## src/rtl/uart_rx.sv

```systemverilog
// 8N1 asynchronous serial receiver with mid-bit sampling; bit period is baud_value+1 clocks.
// Define UART_RX_PARITY_EN to add an even-parity bit and the parity_error output.
module uart_rx (
   input  logic        clk,
   input  logic        reset,
   input  logic [11:0] baud_value,
   input  logic        rx,
   output logic [7:0]  data_out,
   output logic        data_valid,
   output logic        framing_error,
`ifdef UART_RX_PARITY_EN
   output logic        parity_error,
`endif
   output logic        busy
);

   // state       | meaning
   // S_IDLE      | line idle, waiting for rx_s low
   // S_START     | verifying start bit at half period
   // S_DATA      | shifting in 8 data bits, LSB first
   // S_PARITY    | sampling parity bit (parity build only)
   // S_STOP      | sampling stop bit, emitting byte
   // S_WAIT_HIGH | stop bit was low; hold until line returns high
   typedef enum logic [2:0] {
      S_IDLE,
      S_START,
      S_DATA,
      S_PARITY,
      S_STOP,
      S_WAIT_HIGH
   } state_t;

   state_t      r_state;
   logic        r_sync1;
   logic        r_rx_s;
   logic [11:0] r_cnt;
   logic [11:0] r_baud_lat;
   logic [2:0]  r_bit_idx;
   logic [7:0]  r_shift;
`ifdef UART_RX_PARITY_EN
   logic        r_par;
`endif
   logic [11:0] w_half;

   assign w_half = {1'b0, r_baud_lat[11:1]};

   always_ff @(posedge clk) begin
      if (!reset) begin
         r_state       <= S_IDLE;
         r_sync1       <= 1'b1;
         r_rx_s        <= 1'b1;
         r_cnt         <= '0;
         r_baud_lat    <= '0;
         r_bit_idx     <= '0;
         r_shift       <= '0;
`ifdef UART_RX_PARITY_EN
         r_par         <= 1'b0;
         parity_error  <= 1'b0;
`endif
         data_out      <= '0;
         data_valid    <= 1'b0;
         framing_error <= 1'b0;
         busy          <= 1'b0;
      end else begin
         r_sync1       <= rx;
         r_rx_s        <= r_sync1;
         data_valid    <= 1'b0;
         framing_error <= 1'b0;
`ifdef UART_RX_PARITY_EN
         parity_error  <= 1'b0;
`endif
         case (r_state)
            S_IDLE: begin
               if (!r_rx_s) begin
                  r_baud_lat <= baud_value;
                  r_cnt      <= '0;
                  r_state    <= S_START;
                  busy       <= 1'b1;
               end
            end
            S_START: begin
               if (r_cnt == w_half) begin
                  r_cnt <= '0;
                  if (!r_rx_s) begin
                     r_state   <= S_DATA;
                     r_bit_idx <= '0;
                  end else begin
                     r_state <= S_IDLE;
                     busy    <= 1'b0;
                  end
               end else begin
                  r_cnt <= r_cnt + 12'd1;
               end
            end
            S_DATA: begin
               if (r_cnt == r_baud_lat) begin
                  r_cnt     <= '0;
                  r_shift   <= {r_rx_s, r_shift[7:1]};
                  r_bit_idx <= r_bit_idx + 3'd1;
                  if (r_bit_idx == 3'd7) begin
`ifdef UART_RX_PARITY_EN
                     r_state <= S_PARITY;
`else
                     r_state <= S_STOP;
`endif
                  end
               end else begin
                  r_cnt <= r_cnt + 12'd1;
               end
            end
`ifdef UART_RX_PARITY_EN
            S_PARITY: begin
               if (r_cnt == r_baud_lat) begin
                  r_cnt   <= '0;
                  r_par   <= r_rx_s;
                  r_state <= S_STOP;
               end else begin
                  r_cnt <= r_cnt + 12'd1;
               end
            end
`endif
            S_STOP: begin
               if (r_cnt == r_baud_lat) begin
                  r_cnt    <= '0;
                  data_out <= r_shift;
                  if (r_rx_s) begin
                     data_valid <= 1'b1;
`ifdef UART_RX_PARITY_EN
                     parity_error <= (^r_shift) ^ r_par;
`endif
                     r_state    <= S_IDLE;
                     busy       <= 1'b0;
                  end else begin
                     framing_error <= 1'b1;
                     r_state       <= S_WAIT_HIGH;
                  end
               end else begin
                  r_cnt <= r_cnt + 12'd1;
               end
            end
            S_WAIT_HIGH: begin
               // a held-low line must not look like a stream of start bits
               if (r_rx_s) begin
                  r_state <= S_IDLE;
                  busy    <= 1'b0;
               end
            end
            default: begin
               r_state <= S_IDLE;
               busy    <= 1'b0;
            end
         endcase
      end
   end

endmodule

```

## config.mk

```make
export PLATFORM = sky130hd
export DESIGN_NAME = uart_rx
export DESIGN_NICKNAME = d
export VERILOG_FILES = /design/src/rtl/uart_rx.sv
export SDC_FILE = /design/constraint.sdc
export NUM_CORES = 1
export LEC_CHECK = 0
export ABC_AREA = 1
export CAP_MARGIN = 0
export CORE_MARGIN = 2
export CORE_UTILIZATION = 35
export DETAILED_ROUTE_END_ITERATION = 8
export GPL_TIMING_DRIVEN = 0
export HOLD_SLACK_MARGIN = 0.03
export PLACE_DENSITY = 0.54
export SYNTH_ARGS = -nofsm -noshare
export SYNTH_HDL_FRONTEND = slang
export SYNTH_SLANG_ARGS = --single-unit
export TNS_END_PERCENT = 30
```

## constraint.sdc

```tcl
create_clock -name clk -period 1.87 [get_ports clk]
set_input_delay 0.561 -clock clk [delete_from_list [all_inputs] [get_ports clk]]
set_output_delay 0.561 -clock clk [all_outputs]
set_load 0.005 [all_outputs]
```

# Yosys cells after proc, flatten, opt, wreduce, memory -nomap -nowiden
# Index checks and enable logic that the tools add are counted.
# Widths: inputs -> output; s select.
# classes
n_addsub	2
n_bitwise	2
n_eq_ne	14
muxes	24
reduce_logical	12
# ops
op	n
$mux 12	3
$pmux 12 s3	1
$mux 3	10
$pmux 3 s5	1
$ne 2x2->1 const B	7
$add 12x1->12 const B	1
$eq 12x11->1	1
$eq 12x12->1	1
$eq 3x3->1 const B	3
$reduce_and 2->1	4
$reduce_and 4->1	2
$mux 1	6
$pmux 3 s2	1
$reduce_and 6->1	1
$pmux 1 s5	1
$add 3x1->3 const B	1
$eq 3x1->1 const B	1
$eq 3x2->1 const B	1
$logic_not 3->1	1
$reduce_and 3->1	1
$reduce_bool 3->1	1
$mux 2	1
$not 1->1	2
$reduce_bool 2->1	1
$reduce_or 2->1	1
# word_totals
regBits	51
out_inout_bits	11
wordCells	65
in_bits	15

# Logic depth before layout (Yosys ltp)
# Gate-level depths: netlist (run 1).
# logic_depth
depth_word	4
mapped_depth	13
mapped_depth_nobuf	13

# Least setup slack after synthesis (run 1)
# OpenSTA, ideal clock, no wires.
# synth_path
path_type	register -> register
startpoint	register r_cnt[0]
endpoint	register r_cnt[8]
n_path_buf	0
setup_ns	0.110
stages_incl_launch_ff	11
arrival_time_ns	1.393
setup_slack_ns	0.367
required_time_ns	1.760
synth_period_minus_slack_ns	1.503
path_cell_list	dfxtp_1 -> ha_1 -> nand2_1 -> nor2_1 -> nand3_1 -> xor2_1 -> inv_1 -> nand3_1 -> nand3_1 -> nand2_1 -> inv_1
# synth_via
elab_chain_len	3
elab_cells_between_ends	6
classes_between	1 x add/sub; 2 x eq/ne; 3 x mux
# synth_lines
item	line_no	source
from (decl)	36	logic [11:0] r_cnt;
from (signal assigned)	92	r_cnt <= r_cnt + 12'd1;
from (signal assigned)	108	r_cnt <= r_cnt + 12'd1;
from (signal assigned)	138	r_cnt <= r_cnt + 12'd1;
$add 12x1->12 (tied with other cells)	92, 108, 138	
$mux 12, on equally long branches	96, 123, 82	
$pmux 12 s3 (*)	72	case (r_state)
# Every way passes the cells marked *; elsewhere a longest branch is shown, timed or not.
# A chain may end at the register's enable or synchronous reset.

# Worst setup path in the final report (run 1)
# layout_path
startpoint	register busy
endpoint	output busy
# layout_rtl
item	line_no	source
from (decl)	14	output logic busy
from (signal assigned)	63	busy <= 1'b0;
from (signal assigned)	78	busy <= 1'b1;
from (signal assigned)	89	busy <= 1'b0;
# No word-level cell between the ends.

==> results of run 1 <==
-- layer usage --
layer	track usage, %	up-vias
met5	0	-
met3	3.840	7
li1	-	1301
met4	4.615	0
met1	20.82	1144
met2	28.36	32
-- Yosys cell counts --
| cell type | number |
|---|---|
| a21oi_1 | 19 |
| a21oi_4 | 1 |
| buf_1 | 1 |
| buf_2 | 3 |
| clkbuf_1 | 4 |
| dfxtp_1 | 51 |
| ha_1 | 3 |
| inv_1 | 48 |
| inv_2 | 7 |
| nand2_1 | 104 |
| nand2_2 | 8 |
| nand3_1 | 19 |
| nand3_2 | 4 |
| nand4_1 | 7 |
| nand4_2 | 1 |
| nor2_1 | 58 |
| nor2_2 | 4 |
| nor2_4 | 2 |
| nor3_1 | 3 |
| nor3_2 | 2 |
| nor3_4 | 1 |
| nor4_1 | 1 |
| o21ai_0 | 31 |
| o21ai_1 | 3 |
| or2_2 | 2 |
| xnor2_1 | 7 |
| xor2_1 | 2 |
-- worst register-to-register path, cell delays in order (launching register included) --
cell     delay [ns]
dfxtp_1        0.45
ha_1           0.25
nand2_1        0.07
nor2_1         0.24
nand3_1        0.15
xor2_1         0.16
inv_1          0.07
nand3_1        0.06
nand3_1        0.07
nand2_1        0.06
inv_1          0.04
-- metrics by stage --
stage | hold WS, ns | TNS [ns] | setup slack [ns]
finish | 0.4212 | 0 | 0.1277
global route | 0.4377 | -0.002102 | -0.002102
CTS | 0.4220 | 0 | 0.003543
detailed placement | 0.3978 | -4.284 | -0.2656
global placement | 0.3963 | -4.582 | -0.2919
floorplan | 0.3925 | 0 | 0.3669
-- worst paths after layout --
check	slack, ns	endpoint	cells after the start
max	0.13	busy	1
min reg2reg	0.42	r_rx_s$_SDFF_PN1_	1
max reg2reg	0.16	r_cnt[8]$_SDFFE_PN0P_	10
min	0.42	r_rx_s$_SDFF_PN1_	1
-- power by group through the flow --
stage	Combinational, uW	Clock, uW	Sequential [uW]
final	1840	807	1430
after global routing	2100	875	1460
after CTS	1740	829	1430
after detailed placement	1730	0	1450
after global placement	1710	0	1450
after floorplan	1290	0	1420
-- cell families (layout without fill, tap and decap cells) --
family | after synthesis | count (layout)
xor gates and xnor gates | 9 | 9
and+or+nand+nor | 216 | 216
buffers and inverters | 63 | 97
DFF | 51 | 51
AOI/OAI and AO/OA | 54 | 54
adders and majority gates | 3 | 3
-- registers in the layout (all words and copies together), names as in the netlist --
| signal | cells |
|---|---|
| r_shift | 8 |
| r_bit_idx | 3 |
| data_out | 8 |
| framing_error | 1 |
| r_rx_s | 1 |
| data_valid | 1 |
| r_sync1 | 1 |
| r_state | 3 |
| r_cnt | 12 |
| busy | 1 |
| r_baud_lat | 12 |
-- what timing repair did --
item,4_1_cts,5_1_grt
resized for setup,0,14
endpoints found under the setup margin,0,31
hold buffers,0,0
buffers inserted,0,1
-- area by class of cell --
class | count | area (um^2)
fillers | 804 | 4083
multi-input cells | 282 | 1408
flip-flops and latches | 51 | 1023
repair buffers | 26 | 257.7
inverters | 55 | 206.4
well taps | 99 | 123.9
clock buffers | 5 | 68.82
clock inverters | 3 | 46.29
plain buffers | 8 | 36.28
==> impl_metrics.csv, run 1 <==
group,metric,value,unit
timing,worst_pin_slew,0.5268,ns
synth,synth.avg_cell_area,6.632,um^2
timing,skew,0.007559,ns
finish,fin_area,3171,um^2
detailed_routing,dr_total_vias,2484,
setup_path,slowest_delay,0.51,ns
detailed_routing,drt-total-wl,6.461,mm
power_and_ir_drop,switching_share,43.00,%
setup_path,crit_chain,"clkdlybuf4s50_1",
power_and_ir_drop,ir_drop,602.8,uV
floorplan,start_util,36.21,%
clock_tree,numClockSinks,51,
detailed_routing,route.met2.wl,3.029,mm
synth,synth_xor_xnor_area_share,3.001,%
power_and_ir_drop,pwr-share-clk,19.8,%
synth,ys_ff_latch,51,
clock_tree,root_buffer,"clkbuf_8",
finish,fin_cells,529,
finish,n_antenna_cell,0,
setup_path,crit_required,1.31,ns
setup_path,arrival,1.18,ns
detailed_routing,drtPass1Iterations,4,
finish,layout-drive-gt1-share,11.86,%
floorplan,die_w,90.63,um
synth,synth_area,2626,um^2
power_and_ir_drop,netSwitchingPower,1753,uW
power_and_ir_drop,internal-power,2324,uW
clock_tree,numCtsBuffers,5,
detailed_routing,drt-initial-drc-count,79,
power_and_ir_drop,total_power,4077,uW
detailed_routing,ant_nets,0,
global_route,gr-total-overflow,0,
status,status,"complete, no violations",
detailed_routing,routed.top_layer,"met4",
placement,routabilityCongestion,0.8365,
setup_path,crit_family,"buffers and inverters",
synth,synth-simple-area-share,36.83,%
finish,syn_to_final_growth,20.72,%
timing,fin_crit,1.742,ns
synth,synth_top_area_cell,"dfxtp_1",
global_route,grt_use_total,16.57,%
clock_tree,tritoncts,"done",
power_and_ir_drop,power.density,1286,nW/um^2
detailed_routing,wl_met3,230,um
synth,netlist.area_leader.share,38.88,%
setup_path,cp_slowest_cell,"clkdlybuf4s50_1",
floorplan,rows,31,
clock_tree,insertion_delay,0.32,ns
clock_tree,htreeDepth,2,
timing,hold_viol,0,
detailed_routing,wl_met1,3.123,mm
run,maxCapViolCount,0,
min_path,min-delay-start,"r_sync1$_SDFF_PN1_",
synth,yosys_warnings,0,
synth,synth_cell_types,27,
placement,place_hpwl,4.720,mm
floorplan,die_height,90.63,um
synth,synthAdderAreaFrac,1.429,%
timing,min_period_over_period,93.17,%
synth,yosys-top-cells-area,"dfxtp_1 (39%), nand2_1 (15%), nor2_1 (8.3%)",
power_and_ir_drop,p_comb_share,45.1,%
placement,place_inst,520,
synth,synthCells,396,
timing,setup_viol,0,
clock_tree,clk_pin_slew_worst_paths,0.10,ns
synth,synthMuxAreaShare,0,%
global_route,grt_pass1_wl,11.03,mm
floorplan,coreArea,7253,um^2
placement,io_buffers,25,
setup_path,r2r_start,"r_cnt[1]$_SDFFE_PN0P_",
clock_tree,cts_buffer_depth,2,
finish,final_util,43.71,%
power_and_ir_drop,p_seq_share,35.1,%
detailed_routing,wl_per_cell,12.21,um
global_route,antenna_found_initial,0,
synth,yosysSeqAreaShare,38.88,%
setup_path,cp-end-kind,"output pin",
global_route,first_global_vias,2409,
setup_path,start_kind,"flip-flop",
detailed_routing,drt-vias-per-instance,4.696,
setup_path,startpoint,"busy$_SDFFE_PN0P_",
synth,synth_nets,414,
synth,synth_top_family_by_area,"simple AND/OR/NAND/NOR gates",
finish,mostFrequentLayoutCells,"nand2_1 (104), nor2_1 (57), dfxtp_1 (49)",
setup_path,crit_buf_inv,1,
power_and_ir_drop,leakage,0.001447,uW
floorplan,ios,26,
timing,maxSlewHeadroom,64.88,%
synth,synth-compound-area-share,10.72,%
timing,drv_slew,0,
floorplan,dieArea,8213,um^2
min_path,hold_path_class,"flip-flop to flip-flop",
finish,nets,447,
placement,place_area,3000,um^2
global_route,grt_max_degree,18,
detailed_routing,drc,0,
finish,mostFrequentLayoutCell,"nand2_1",
setup_path,critPathMaxFanout,2,
setup_path,critPathKind,"flip-flop to output pin",
timing,fmax,0.5739,GHz
(Power assumes the default switching activity.)
==> run 2: changes to the inputs <==
- CORE_ASPECT_RATIO: unset -> 1.2
==> impl_metrics.csv, run 2 (synthesis results as in run 1) <==
group,metric,value,unit
timing,rsz0062_at_grt,"no",
setup_path,reg2reg_slack,0.15,ns
placement,io_buffers,25,
timing,min_period_over_period,92.51,%
setup_path,critPathMaxFanout,2,
detailed_routing,drt-total-wl,6.248,mm
clock_tree,cts_setup_buffers,0,
finish,syn_to_final_growth,18.48,%
setup_path,critical_path_cell_count,1,
finish,final_util,42.78,%
power_and_ir_drop,total_power,3885,uW
finish,fin_area,3112,um^2
finish,n_antenna_cell,0,
clock_tree,numCtsBuffers,5,
setup_path,crit_family,"buffers and inverters",
placement,place_area,2989,um^2
clock_tree,insertion_delay,0.31,ns
floorplan,die_height,98.89,um
detailed_routing,drt-vias-per-instance,4.709,
global_route,gr-total-overflow,0,
setup_path,reg2reg_depth,9,
setup_path,crit_required,1.31,ns
timing,drv_slew,0,
detailed_routing,drtPass1Iterations,4,
clock_tree,tritoncts,"done",
min_path,hold_path_class,"flip-flop to flip-flop",
floorplan,dieArea,8215,um^2
finish,fin_cells,519,
clock_tree,clk_pin_slew_worst_paths,0.10,ns
clock_tree,cts_buffer_depth,2,
power_and_ir_drop,leakage,0.001428,uW
finish,mostFrequentLayoutCells,"nand2_1 (104), nor2_1 (57), inv_1 (48)",
setup_path,cp-end-kind,"output pin",
finish,multi_input_area,1385,um^2
floorplan,start_util,36.10,%
setup_path,slowest_delay,0.51,ns
timing,setup_viol,0,
global_route,grt_use_total,16.33,%
timing,fmax,0.5781,GHz
placement,place_inst,511,
detailed_routing,wl_per_cell,12.04,um
timing,hold_viol,0,
detailed_routing,drt-initial-drc-count,82,
power_and_ir_drop,power.density,1248,nW/um^2
setup_path,r2r_start,"r_cnt[7]$_SDFFE_PN0P_",
clock_tree,numClockSinks,51,
timing,fin_crit,1.730,ns
placement,place_hpwl,4.681,mm
finish,layout-drive-gt1-share,11.66,%
clock_tree,htreeDepth,2,
finish,mostFrequentLayoutCell,"nand2_1",
run,maxCapViolCount,0,
setup_path,crit_buf_inv,1,
detailed_routing,drc,0,
placement,routabilityCongestion,0.8040,
finish,nets,446,
global_route,first_global_vias,2358,
power_and_ir_drop,ir_drop,534.9,uV
finish,n_fill_cell,781,
setup_path,crit_end,"data_out[5]",
setup_path,timing.rr.end,"r_cnt[7]$_SDFFE_PN0P_",
timing,worst_pin_slew,0.4847,ns
timing,hold_ws,0.4222,ns
setup_path,critPathKind,"flip-flop to output pin",
floorplan,ios,26,
floorplan,die_w,83.08,um
setup_path,start_kind,"flip-flop",
global_route,grt_pass1_wl,11.01,mm
timing,skew,0.006455,ns
clock_tree,root_buffer,"clkbuf_8",
setup_path,arrival,1.17,ns
global_route,grt_max_degree,19,
finish,top_regs,"r_baud_lat (12), r_cnt (12)",
status,status,"complete, no violations",
finish,regArea,1026,um^2
timing,maxSlewHeadroom,67.69,%
floorplan,coreArea,7274,um^2
global_route,antenna_found_initial,0,
setup_path,cp_slowest_cell,"clkdlybuf4s50_1",
floorplan,rows,34,
detailed_routing,dr_total_vias,2444,
detailed_routing,ant_nets,0,
setup_path,startpoint,"data_out[5]$_SDFFE_PN0P_",
setup_path,crit_chain,"clkdlybuf4s50_1",
## run 2: stage by stage
stage               setup slack, ns  setup TNS, ns
finish                       0.1401              0
floorplan                    0.3669              0
CTS                         0.04334              0
global route               0.009776              0
global placement            -0.3195         -5.027
detailed placement          -0.2679         -4.552
## run 2: area by class of cell
class                      count  area share, %
sequential                    51          32.97
clock inverter                 3         0.8444
buffer                         8          1.166
timing repair buffer          25          8.042
tap                           90          3.619
inverter                      55          6.635
multi-input combinational    282          44.51
clock buffer                   5          2.212
## run 2: layer usage
metal | wire (um) | GRT usage (%) | part of all wire (%) | up-vias
met5 | 0 | 0 | 0 | -
met4 | 125 | 5.549 | 2.0 | 0
met3 | 191 | 2.931 | 3.1 | 11
met2 | 3009 | 28.41 | 48 | 39
met1 | 2922 | 20.36 | 47 | 1092
li1 | - | - | - | 1302
## run 2: timing repair
| item | 4_1_cts | 5_1_grt |
|---|---|---|
| gates resized for setup | 0 | 12 |
| setup endpoints to repair | 0 | 35 |
| hold buffers | 0 | 0 |
## run 2: worst min-delay path by stage
stage	startpoint	to	slack [ns]	cells past startpoint
after floorplan	r_sync1$_SDFF_PN1_	r_rx_s$_SDFF_PN1_	0.39	1
after global placement	r_sync1$_SDFF_PN1_	r_rx_s$_SDFF_PN1_	0.40	1
after detailed placement	r_sync1$_SDFF_PN1_	r_rx_s$_SDFF_PN1_	0.40	1
after CTS	r_sync1$_SDFF_PN1_	r_rx_s$_SDFF_PN1_	0.43	1
after global routing	r_sync1$_SDFF_PN1_	r_rx_s$_SDFF_PN1_	0.44	1
final	r_sync1$_SDFF_PN1_	r_rx_s$_SDFF_PN1_	0.42	1
## run 2: power breakdown
group	internal, uW	switching, uW	total, uW
Clock	276	413	689
Sequential	1270	159	1430
Combinational	621	1150	1770
==> run 3: changes to the inputs <==
- clock period: 1.87 -> 1.7 ns (I/O delays scaled with it)
==> impl_metrics.csv, run 3 (synthesis results as in run 1) <==
group,metric,value,unit
setup_path,cp-end-kind,"output pin",
finish,nets,459,
clock_tree,tritoncts,"done",
clock_tree,numClockSinks,51,
detailed_routing,wl_per_cell,12.35,um
setup_path,cp_slowest_cell,"clkdlybuf4s50_1",
placement,io_buffers,25,
floorplan,dieArea,8215,um^2
finish,n_antenna_cell,0,
setup_path,start_kind,"flip-flop",
floorplan,coreArea,7274,um^2
placement,routabilityCongestion,0.8040,
global_route,grt_pass1_wl,11.04,mm
finish,fin_cells,532,
timing,hold_ws,0.4220,ns
finish,layout-drive-gt1-share,20.14,%
timing,fin_crit,1.675,ns
finish,top_regs,"r_baud_lat (12), r_cnt (12)",
clock_tree,ctsHoldBuffers,0,
timing,skew,0.007341,ns
setup_path,crit_chain,"clkdlybuf4s50_1",
setup_path,crit_required,1.19,ns
timing,rsz0062_at_grt,"yes",
placement,place_inst,511,
timing,setup_viol,0,
timing,drv_slew,0,
global_route,grt_use_total,16.39,%
detailed_routing,drt-initial-drc-count,80,
global_route,first_global_vias,2367,
finish,mostFrequentLayoutCells,"nand2_1 (101), nor2_1 (53), inv_1 (48)",
detailed_routing,ant_nets,0,
status,status,"complete, no violations",
floorplan,ios,26,
setup_path,critPathKind,"flip-flop to output pin",
setup_path,critPathMaxFanout,2,
detailed_routing,drt-total-wl,6.571,mm
placement,post-place-ws,-0.3869,ns
run,maxCapViolCount,0,
clock_tree,htreeDepth,2,
finish,syn_to_final_growth,28.20,%
timing,min_period_over_period,98.53,%
setup_path,arrival,1.17,ns
detailed_routing,dr_total_vias,2536,
floorplan,die_height,98.89,um
placement,place_area,2989,um^2
detailed_routing,drt-vias-per-instance,4.767,
clock_tree,root_buffer,"clkbuf_8",
finish,fin_area,3367,um^2
timing,maxSlewHeadroom,66.79,%
global_route,antenna_found_initial,0,
timing,hold_viol,0,
power_and_ir_drop,power.density,1425,nW/um^2
placement,place_hpwl,4.681,mm
floorplan,start_util,36.10,%
timing,worst_pin_slew,0.4982,ns
power_and_ir_drop,ir_drop,647.9,uV
timing,fmax,0.5970,GHz
floorplan,die_w,83.08,um
global_route,gr-total-overflow,0,
global_route,grt_max_degree,19,
timing,postLayoutSetupSlackWorst,0.02493,ns
detailed_routing,drc,0,
clock_tree,numCtsBuffers,5,
setup_path,slowest_delay,0.51,ns
floorplan,rows,34,
detailed_routing,drtPass1Iterations,4,
setup_path,crit_buf_inv,1,
clock_tree,clk_pin_slew_worst_paths,0.10,ns
min_path,hold_path_class,"flip-flop to flip-flop",
clock_tree,insertion_delay,0.31,ns
power_and_ir_drop,leakage,0.001592,uW
setup_path,crit_family,"buffers and inverters",
clock_tree,cts_buffer_depth,2,
finish,final_util,46.28,%
finish,mostFrequentLayoutCell,"nand2_1",
run 3: cell types whose count changed in the layout (fill, tap and decap cells not counted), sizes merged:
cell	change
clkinv	+1
buf	+11
clkbuf	+2
clkdlybuf4s50	-4
dlymetal6s2s	+4
inv	-1
run 3: power by group:
part	internal, uW	switching (uW)	total, uW
combinational	994	1430	2430
sequential	1420	193	1610
clock	304	453	757
total	2720	2080	4800
run 3: path summary, 6_finish.rpt:
kind / startpoint / endpoint / slack, ns / cells past startpoint
max: data_out[5]$_SDFFE_PN0P_ / data_out[5] / 0.02 / 1
min reg2reg: r_sync1$_SDFF_PN1_ / r_rx_s$_SDFF_PN1_ / 0.42 / 1
min: r_sync1$_SDFF_PN1_ / r_rx_s$_SDFF_PN1_ / 0.42 / 1
max reg2reg: r_cnt[7]$_SDFFE_PN0P_ / data_out[1]$_SDFFE_PN0P_ / 0.06 / 9
run 3: metal layers:
metal / wire, um / GRT usage [%] / up-vias
li1: - / - / 1330
met1: 2946 / 20.31 / 1155
met2: 3264 / 28.23 / 38
met3: 204 / 3.183 / 13
met4: 157 / 6.053 / 0
met5: 0 / 0 / -
run 3: per-stage QoR:
step / total power (uW) / TNS [ns]
2_1_floorplan: 2986 / 0
3_3_place_gp: 3476 / -10.50
3_5_place_dp: 3498 / -10.03
4_1_cts: 4330 / 0
5_1_grt: 5202 / -0.5519
6_report: 4796 / 0
run 3: layout make-up:
cell class                      count  area [um^2]
Fill cell                         755         3908
Multi-Input combinational cell    282         1476
Sequential cell                    51         1052
Timing Repair Buffer               38        371.6
Inverter                           55        216.5
Tap cell                           90        112.6
Clock buffer                        5        68.82
Buffer                              8        42.54
Clock inverter                      3        26.28
run 3: worst register-to-register path, delay by kind of cell, from the launching register on:
kind | cells | cell delay, ns
AO/OA/AOI/OAI | 1 | 0.06
flip-flops | 1 | 0.31
buffers and inverters | 2 | 0.33
XOR/XNOR | 1 | 0.16
AND/OR/NAND/NOR | 5 | 0.72
run 3: what timing repair did:
action	4_1_cts	5_1_grt
endpoints found under the setup margin	34	52
resized for setup	8	53
pin swaps	0	16
setup buffers	0	13
